`src/rtl/gpi_pkg.sv`:
```
// Shared definitions for the GPI arbiter: FSM state encoding and index-width helper.
package gpi_pkg;

    typedef enum logic [1:0] {
        IDLE  = 2'd0,
        ISSUE = 2'd1,
        RESP  = 2'd2
    } state_e;

    // Index width for n requesters, never narrower than one bit.
    function automatic int idx_width(input int n);
        return (n > 1) ? $clog2(n) : 1;
    endfunction

endpackage

```
`src/rtl/rr_picker.sv`:
```
// Combinational round-robin picker: first eligible requester at or after start_i,
// wrapping explicitly at N so non-power-of-2 counts work.
module rr_picker
    import gpi_pkg::*;
#(
    parameter int N  = 2,
    parameter int IW = idx_width(N)
) (
    input  logic [N-1:0]  req_i,
    input  logic [IW-1:0] mask_idx_i,
    input  logic          mask_en_i,
    input  logic [IW-1:0] start_i,
    output logic          valid_o,
    output logic [IW-1:0] idx_o
);

    logic [N-1:0] elig;
    logic [N-1:0] rot;
    logic [IW:0]  sum;

    always_comb begin
        elig = '0;
        for (int i = 0; i < N; i++) begin
            elig[i] = req_i[i] && !(mask_en_i && (mask_idx_i == IW'(i)));
        end
        // rot[k] is the requester sitting k places after start_i.
        rot     = N'({elig, elig} >> start_i);
        valid_o = 1'b0;
        idx_o   = '0;
        sum     = '0;
        for (int k = N - 1; k >= 0; k--) begin
            if (rot[k]) begin
                valid_o = 1'b1;
                sum     = {1'b0, start_i} + (IW+1)'(k);
                if (sum >= (IW+1)'(N)) begin
                    sum = sum - (IW+1)'(N);
                end
                idx_o = sum[IW-1:0];
            end
        end
    end

endmodule

```
`src/rtl/gpi_arbiter.sv`:
```
// Round-robin arbiter sharing one GPI slave port between N_MASTERS requesters;
// each access is a one-cycle strobe followed by a one-cycle ack.
module gpi_arbiter
    import gpi_pkg::*;
#(
    parameter int N_MASTERS = 2,
    parameter int ADDR_W    = 32,
    parameter int DATA_W    = 32
) (
    input  logic                        clk,
    input  logic                        rst_n,
    input  logic [N_MASTERS-1:0]        m_req,
    input  logic [N_MASTERS-1:0]        m_write,
    input  logic [N_MASTERS*ADDR_W-1:0] m_addr,
    input  logic [N_MASTERS*DATA_W-1:0] m_wdata,
    output logic [N_MASTERS-1:0]        m_ack,
    output logic [DATA_W-1:0]           m_rdata,
    output logic                        gpi_read,
    output logic                        gpi_write,
    output logic [ADDR_W-1:0]           gpi_addr,
    output logic [DATA_W-1:0]           gpi_wdata,
    input  logic [DATA_W-1:0]           gpi_rdata,
    output state_e                      dbg_state
);

    localparam int IW = idx_width(N_MASTERS);

    state_e              state_q, state_d;
    logic [IW-1:0]       rr_ptr_q, rr_ptr_d;
    logic [IW-1:0]       cur_idx_q, cur_idx_d;
    logic                write_q, write_d;
    logic [ADDR_W-1:0]   addr_q, addr_d;
    logic [DATA_W-1:0]   wdata_q, wdata_d;
    logic [DATA_W-1:0]   rdata_q, rdata_d;

    logic [IW-1:0]       next_ptr, pick_start, pick_idx;
    logic                pick_valid, in_resp;
    logic                sel_write;
    logic [ADDR_W-1:0]   sel_addr;
    logic [DATA_W-1:0]   sel_wdata;

    assign in_resp    = (state_q == RESP);
    assign next_ptr   = (cur_idx_q == IW'(N_MASTERS - 1)) ? '0 : cur_idx_q + IW'(1);
    // In RESP the current winner's req is still high, so mask it and start after it.
    assign pick_start = in_resp ? next_ptr : rr_ptr_q;

    rr_picker #(.N(N_MASTERS), .IW(IW)) u_picker (
        .req_i      (m_req),
        .mask_idx_i (cur_idx_q),
        .mask_en_i  (in_resp),
        .start_i    (pick_start),
        .valid_o    (pick_valid),
        .idx_o      (pick_idx)
    );

    always_comb begin
        sel_write = 1'b0;
        sel_addr  = '0;
        sel_wdata = '0;
        for (int i = 0; i < N_MASTERS; i++) begin
            if (pick_idx == IW'(i)) begin
                sel_write = m_write[i];
                sel_addr  = m_addr[i*ADDR_W +: ADDR_W];
                sel_wdata = m_wdata[i*DATA_W +: DATA_W];
            end
        end
    end

    always_comb begin
        state_d   = state_q;
        rr_ptr_d  = rr_ptr_q;
        cur_idx_d = cur_idx_q;
        write_d   = write_q;
        addr_d    = addr_q;
        wdata_d   = wdata_q;
        rdata_d   = rdata_q;
        case (state_q)
            IDLE: begin
                if (pick_valid) begin
                    cur_idx_d = pick_idx;
                    write_d   = sel_write;
                    addr_d    = sel_addr;
                    wdata_d   = sel_wdata;
                    state_d   = ISSUE;
                end
            end
            ISSUE: begin
                rdata_d = write_q ? '0 : gpi_rdata;
                state_d = RESP;
            end
            RESP: begin
                rr_ptr_d = next_ptr;
                if (pick_valid) begin
                    cur_idx_d = pick_idx;
                    write_d   = sel_write;
                    addr_d    = sel_addr;
                    wdata_d   = sel_wdata;
                    state_d   = ISSUE;
                end else begin
                    state_d = IDLE;
                end
            end
            default: state_d = IDLE;
        endcase
    end

    always_ff @(posedge clk or negedge rst_n) begin
        if (!rst_n) begin
            state_q   <= IDLE;
            rr_ptr_q  <= '0;
            cur_idx_q <= '0;
            write_q   <= 1'b0;
            addr_q    <= '0;
            wdata_q   <= '0;
            rdata_q   <= '0;
        end else begin
            state_q   <= state_d;
            rr_ptr_q  <= rr_ptr_d;
            cur_idx_q <= cur_idx_d;
            write_q   <= write_d;
            addr_q    <= addr_d;
            wdata_q   <= wdata_d;
            rdata_q   <= rdata_d;
        end
    end

    // Outputs decode straight from state so reset drops strobe and ack immediately.
    always_comb begin
        gpi_read  = (state_q == ISSUE) && !write_q;
        gpi_write = (state_q == ISSUE) && write_q;
        gpi_addr  = (state_q == ISSUE) ? addr_q : '0;
        gpi_wdata = (state_q == ISSUE) ? wdata_q : '0;
        m_ack     = '0;
        for (int i = 0; i < N_MASTERS; i++) begin
            m_ack[i] = in_resp && (cur_idx_q == IW'(i));
        end
        m_rdata   = rdata_q;
        dbg_state = state_q;
    end

endmodule

```
`config.mk`:
```
export PLATFORM = sky130hd
export DESIGN_NAME = gpi_arbiter
export DESIGN_NICKNAME = d
export VERILOG_FILES = /design/src/rtl/gpi_pkg.sv /design/src/rtl/rr_picker.sv /design/src/rtl/gpi_arbiter.sv
export SDC_FILE = /design/constraint.sdc
export NUM_CORES = 1
export LEC_CHECK = 0
export BUFFER_PORTS_ARGS = -buffer_cell sky130_fd_sc_hd__buf_4
export CAP_MARGIN = 5
export CORE_UTILIZATION = 41
export CTS_CLUSTER_SIZE = 16
export DETAILED_ROUTE_END_ITERATION = 8
export GPL_ROUTABILITY_DRIVEN = 0
export PLACE_DENSITY = 0.76
export SYNTH_ARGS = -nofsm -noshare
export SYNTH_HDL_FRONTEND = slang
export SYNTH_SLANG_ARGS = --single-unit
```
`constraint.sdc`:
```
create_clock -name clk -period 1.8 [get_ports clk]
set_input_delay 0.36 -clock clk [delete_from_list [all_inputs] [get_ports clk]]
set_output_delay 0.36 -clock clk [all_outputs]
set_load 0.01 [all_outputs]
```
* Yosys cells after proc, flatten, opt, wreduce, memory -nomap -nowiden
Cells that the tools add are included.
** Storage, ports and cells
- Logic and storage cells :: 47
- Flip-flop bits (word level) :: 101
- Bits of input ports :: 166
- Output and inout bits :: 102
** Operators by class
- Bitwise gates (word level) :: 1
- Multiplexer cells :: 17
- Shift operators :: 1
- Equal/unequal tests :: 3
- Reduce and logical (&&, ||, !) cells :: 12
- $lt $le $gt $ge :: 2
- Add/sub/neg operators :: 4
** Operator list (number)
- $mux W32 :: 5
- $mux W1 :: 10
- $logic_and A1 B1 Y1 :: 6
- $pmux W2 S3 :: 1
- $shr A4 B1 Y2 :: 1
- $logic_not A1 Y1 :: 3
- $add A1 B1 Y2 const B :: 1
- $eq A2 B1 Y1 const B :: 1
- $eq A2 B2 Y1 const B :: 1
- $ge A1 B2 Y1 const B :: 1
- $ge A2 B2 Y1 const B :: 1
- $logic_not A2 Y1 :: 1
- $mux W2 :: 1
- $ne A2 B2 Y1 const B :: 1
- $reduce_and A2 Y1 :: 1
- $reduce_or A2 Y1 :: 1
- $sub A1 B1 Y1 const B :: 2
- $add A1 B1 Y1 const B :: 1
- $not A1 Y1 :: 1

* Longest topological paths before layout
- Depth after elaboration :: 9
- Mapped depth :: 7
- Gate-level depth less buffers :: 4

* By module
A second synthesis with hierarchy kept.
** Second synthesis, totals
- Cells, all modules :: 403
- Area total of the unflattened synthesis :: 5393.9 um^2
** By module, submodules not included
- gpi_arbiter :: seq. area each 2527.4 um^2, instances 1, cells an instance 397, area an instance 5357.6 um^2
- rr_picker :: seq. area each 0.0 um^2, instances 1, cells an instance 6, area an instance 36.3 um^2

* Worst setup path before layout
OpenSTA, ideal clock, no wires.
- Path type :: register -> register
- Start point :: register state_q[0], in the netlist dbg_state[0]
- End point :: register addr_q[12]
- Cell stages (with the launch flop) :: 8
- Data arrival time :: 1578 ps
- Buffers on the path :: 3
- Data required time :: 1663 ps
- Setup time :: 137 ps
- Setup slack :: 85 ps
- Clock period less this slack :: 1715 ps
- Cells stage by stage :: dfrtp_1 > and3b_1 > a311o_1 > clkbuf_1 > buf_6 > buf_6 > mux2i_1 > a21oi_1
** On the way
- Word-level cells in the longest chain between the ends :: 8
- Elaborated cells on any way between the ends :: 24
- Classes of those cells :: add/sub (3); order compare (2); eq/ne (1); shift (1); mux (8); reduce/logical (9)
** RTL lines
- from (decl) :: line gpi_arbiter.sv:28 : state_e state_q, state_d;
- from (signal assigned) :: line gpi_arbiter.sv:117 : state_q <= state_d;
- $eq A2 B2 Y1 * :: line gpi_arbiter.sv:42 : assign in_resp = (state_q == RESP);
- $logic_and A1 B1 Y1 *
- net m_ack[1] :: line gpi_arbiter.sv:16 : output logic [N_MASTERS-1:0] m_ack,
- $logic_not A1 Y1 * :: line rr_picker.sv:24 : elig[i] = req_i[i] && !(mask_en_i && (mask_idx_i == IW'(i)));
- $logic_and A1 B1 Y1 * :: line rr_picker.sv:24
- $shr A4 B1 Y2 * :: line rr_picker.sv:27 : rot = N'({elig, elig} >> start_i);
- $mux W1 (2 in a row) :: line rr_picker.sv:32 : if (rot[k]) begin
- $mux W32 / $reduce_and A2 Y1 (equally long branches)
- to (signal assigned) :: line gpi_arbiter.sv:121 : addr_q <= addr_d;
- to (decl) :: line gpi_arbiter.sv:32 : logic [ADDR_W-1:0] addr_q, addr_d;
The timed path passes the listed nets; every way through them passes the cells marked *.
A chain may end at the register's enable or synchronous reset.

* Final worst setup path
- Start point :: register state_q[0], in the netlist dbg_state[0]
- End point :: output gpi_wdata[9]
** On the way
- Word-level cells in the longest chain between the ends :: 2
** RTL lines
- $eq A2 B1 Y1 :: line gpi_arbiter.sv:132 : gpi_wdata = (state_q == ISSUE) ? wdata_q : '0;
- $mux W32 :: line gpi_arbiter.sv:132
- to (decl) :: line gpi_arbiter.sv:21 : output logic [DATA_W-1:0] gpi_wdata,
Every way passes these cells.

==> flow_summary.yaml <==
hold_path:
  hold_path_depth: 3
  hold_path_class: "input pin to register"
  holdCritStartpoint: "gpi_rdata[27]"
  holdPathEnd: "m_rdata[27]"
yosys:
  syn_area_mm2: 0.00493
  yosys.area.top_type: "dfrtp_1"
  yosysSeqAreaShare_pct: 51.3
  synth.most_common_cell: "dfrtp_1"
  yosysTopAreaCellShare_pct: 51.3
  synth_edf_count: 0
  synthDistinctLibCells: 17
  synth_warnings: 0
  yosys-top-cells-count: "dfrtp_1, nor2_1, mux2i_1"
  synth_cells: 511
  yosys_most_used_dff: "dfrtp_1"
  postSynthAreaPerCell_um2: 9.64
  async_reset_ff_share_pct: 100
  synth.net_count: 677
  synthTopCellsByArea: "dfrtp_1, mux2i_1, and2_1"
  synth_seq_cells: 101
placement:
  port_buffers: 267
  place_hpwl_um: 10200
setup_path:
  critPathMostFrequentCell: "buf_6"
  crit_slowest_cell: "dfrtp_1"
  cp_data_required_time_ns: 1.44
  cp_slowest_stage_delay_ns: 0.39
  criticalPathCategory: "register to output pin"
  r2r-start: "dbg_state[1]"
  crit_path_end_kind: "output pin"
  r2r-end: "wdata_q[1]"
  r2r_slack_ns: -0.08
  arrival_ns: 1.59
  cp_max_fo: 6
  r2r_cells: 7
  crit_chain: "buf_6 -> nand2b_4 -> inv_6 -> buf_12 -> clkbuf_16 -> and2_1 -> buf_6"
  startpoint_type: "register"
timing:
  period_share_pct: 108
  maxSlewHeadroom_pct: 75.0
  setup_violations: 87
  min_period_ns: 1.95
  worst_pin_slew_ns: 0.374
  final_max_slew_viol_count: 0
  rsz0062_at_grt: "yes"
  layout_setup_ws_ns: -0.148
  hold_viol: 0
  fin_skew_ns: 0.00556
  tns_ns: -6.90
  fmax_ghz: 0.513
power:
  leakage_nw: 4.37
  irDropWorstVdd_mv: 0.896
  total_power_mw: 14.7
  power_density_mw_per_mm2: 1740
detailed_routing:
  first_pass_iters: 6
  dr.first_iter.drc_count: 325
  finalWirelength_um: 16600
  wl_per_cell_um: 17.7
  drc_errors: 20
  ant_nets: 0
  routed_via_density: 5.06
  vias: 4757
global_routing:
  grt_pass1_vias: 4990
  grt_pass1_wl_um: 24500
  grt_max_degree: 46
  antenna_found_initial: 0
  grtUsageTotal_pct: 25.3
  gr-total-overflow: 0
floorplan:
  core_mm2: 0.0116
  rows: 39
  die-area_mm2: 0.0125
  die_h_um: 112
  start_util_pct: 42.6
  io_pins: 268
  die-width_um: 112
finish:
  multi_input_area_mm2: 0.00248
  area.growth.synth_to_final_pct: 72.1
  nNetsFinal: 962
  register_area_mm2: 0.00253
  num_antenna_cells: 0
  drive_gt1_share_pct: 51.4
  fillCellCount: 819
clock_network:
  clk_latency_ns: 0.33
  clk_pin_slew_ns: 0.07
  cts_tree: "done"
  clkSinkCount: 101
  cts-root-buf: "clkbuf_16"
  clk_path_buf_depth: 2
  cts_buffers: 9
  h-tree-depth: 3
run:
  cap_violations: 0
outcome:
  status: "finished, violations left"
  violations: "design-rule violations, negative setup slack"
-- flip-flops by register name, indices dropped and copies added, names as in the netlist --
name       flops
rr_ptr_q       1
dbg_state      2
m_rdata       32
write_q        1
addr_q        32
wdata_q       32
cur_idx_q      1
-- power breakdown --
part           leakage, nW  switching, mW  internal, mW
registers             1.19          0.627          3.36
clock network        0.123          0.791         0.951
logic                 3.05           3.92          5.08
-- per-stage QoR --
stage          util, %  setup WS (ns)  hold slack (ns)  cells  area (um^2)
5_1_grt           73.3         -0.199            0.244    941         8480
2_1_floorplan        -         0.0848           0.0644    511         4930
3_3_place_gp      61.6          0.140            0.293    895         7120
3_5_place_dp      61.6         0.0800            0.300    895         7120
4_1_cts           69.4         -0.145            0.245    923         8030
6_report          73.3         -0.148            0.257    941         8480
-- per-layer routing --
layer  global-route usage [%]  share of wire (%)  up-vias
met5                        0                  0        -
met4                     10.5                2.3        0
met3                     5.17                6.2       28
met2                     45.2                 51      191
met1                     29.5                 40     2286
li1                         -                  -     2252
-- worst max-delay path: cells and delay by family, from the launching register on --
family	cells	cell delay, ns
AND/OR/NAND/NOR	2	0.25
buffers and inverters	5	0.62
flip-flops	1	0.39
-- kinds of logic after synthesis --
group,Yosys count,synth area share (%)
multiplexers,67,13.6
AND/OR/NAND/NOR,232,23.6
AO/OA/AOI/OAI,68,7.21
buffers and inverters,43,4.24
flip-flops,101,51.3
-- worst max path at each step --
| stage | from | end | slack, ns | cells past startpoint |
|---|---|---|---|---|
| after global routing | dbg_state[0] | gpi_wdata[9] | -0.20 | 7 |
| final | dbg_state[0] | gpi_wdata[9] | -0.15 | 7 |
| after detailed placement | dbg_state[1] | addr_q[28] | 0.08 | 5 |
| after floorplan | dbg_state[0] | addr_q[12] | 0.08 | 7 |
| after global placement | dbg_state[1] | addr_q[28] | 0.14 | 5 |
| after CTS | dbg_state[0] | gpi_wdata[27] | -0.15 | 7 |
-- cell type report --
| class | instances | share of cell area (%) |
|---|---|---|
| repair buffers | 313 | 35.6 |
| flip-flops and latches | 101 | 29.8 |
| multi-input cells | 367 | 29.2 |
| clock buffers | 11 | 2.86 |
| well taps | 143 | 2.11 |
| inverters | 4 | 0.236 |
| clock inverters | 2 | 0.148 |
-- cell usage in the layout, fill, tap and decap left out, types with 8 or more instances in the layout --
cell	netlist	final
and2_4	0	63
mux2i_2	0	8
nor2_1	68	68
clkbuf_16	0	16
a21oi_1	65	61
buf_6	5	65
mux2i_1	67	54
nand3b_1	32	32
nand2_1	64	64
buf_12	0	12
dfrtp_1	101	100
buf_4	0	221
-- repair_timing --
item,in CTS,in global routing
gates resized for setup,125,39
gates cloned,7,10
endpoints found under the hold margin,23,0
buffers inserted,8,8
pin swaps,30,46
endpoints found under the setup margin,66,120
hold buffers,1,0
(Power assumes the default switching activity.)
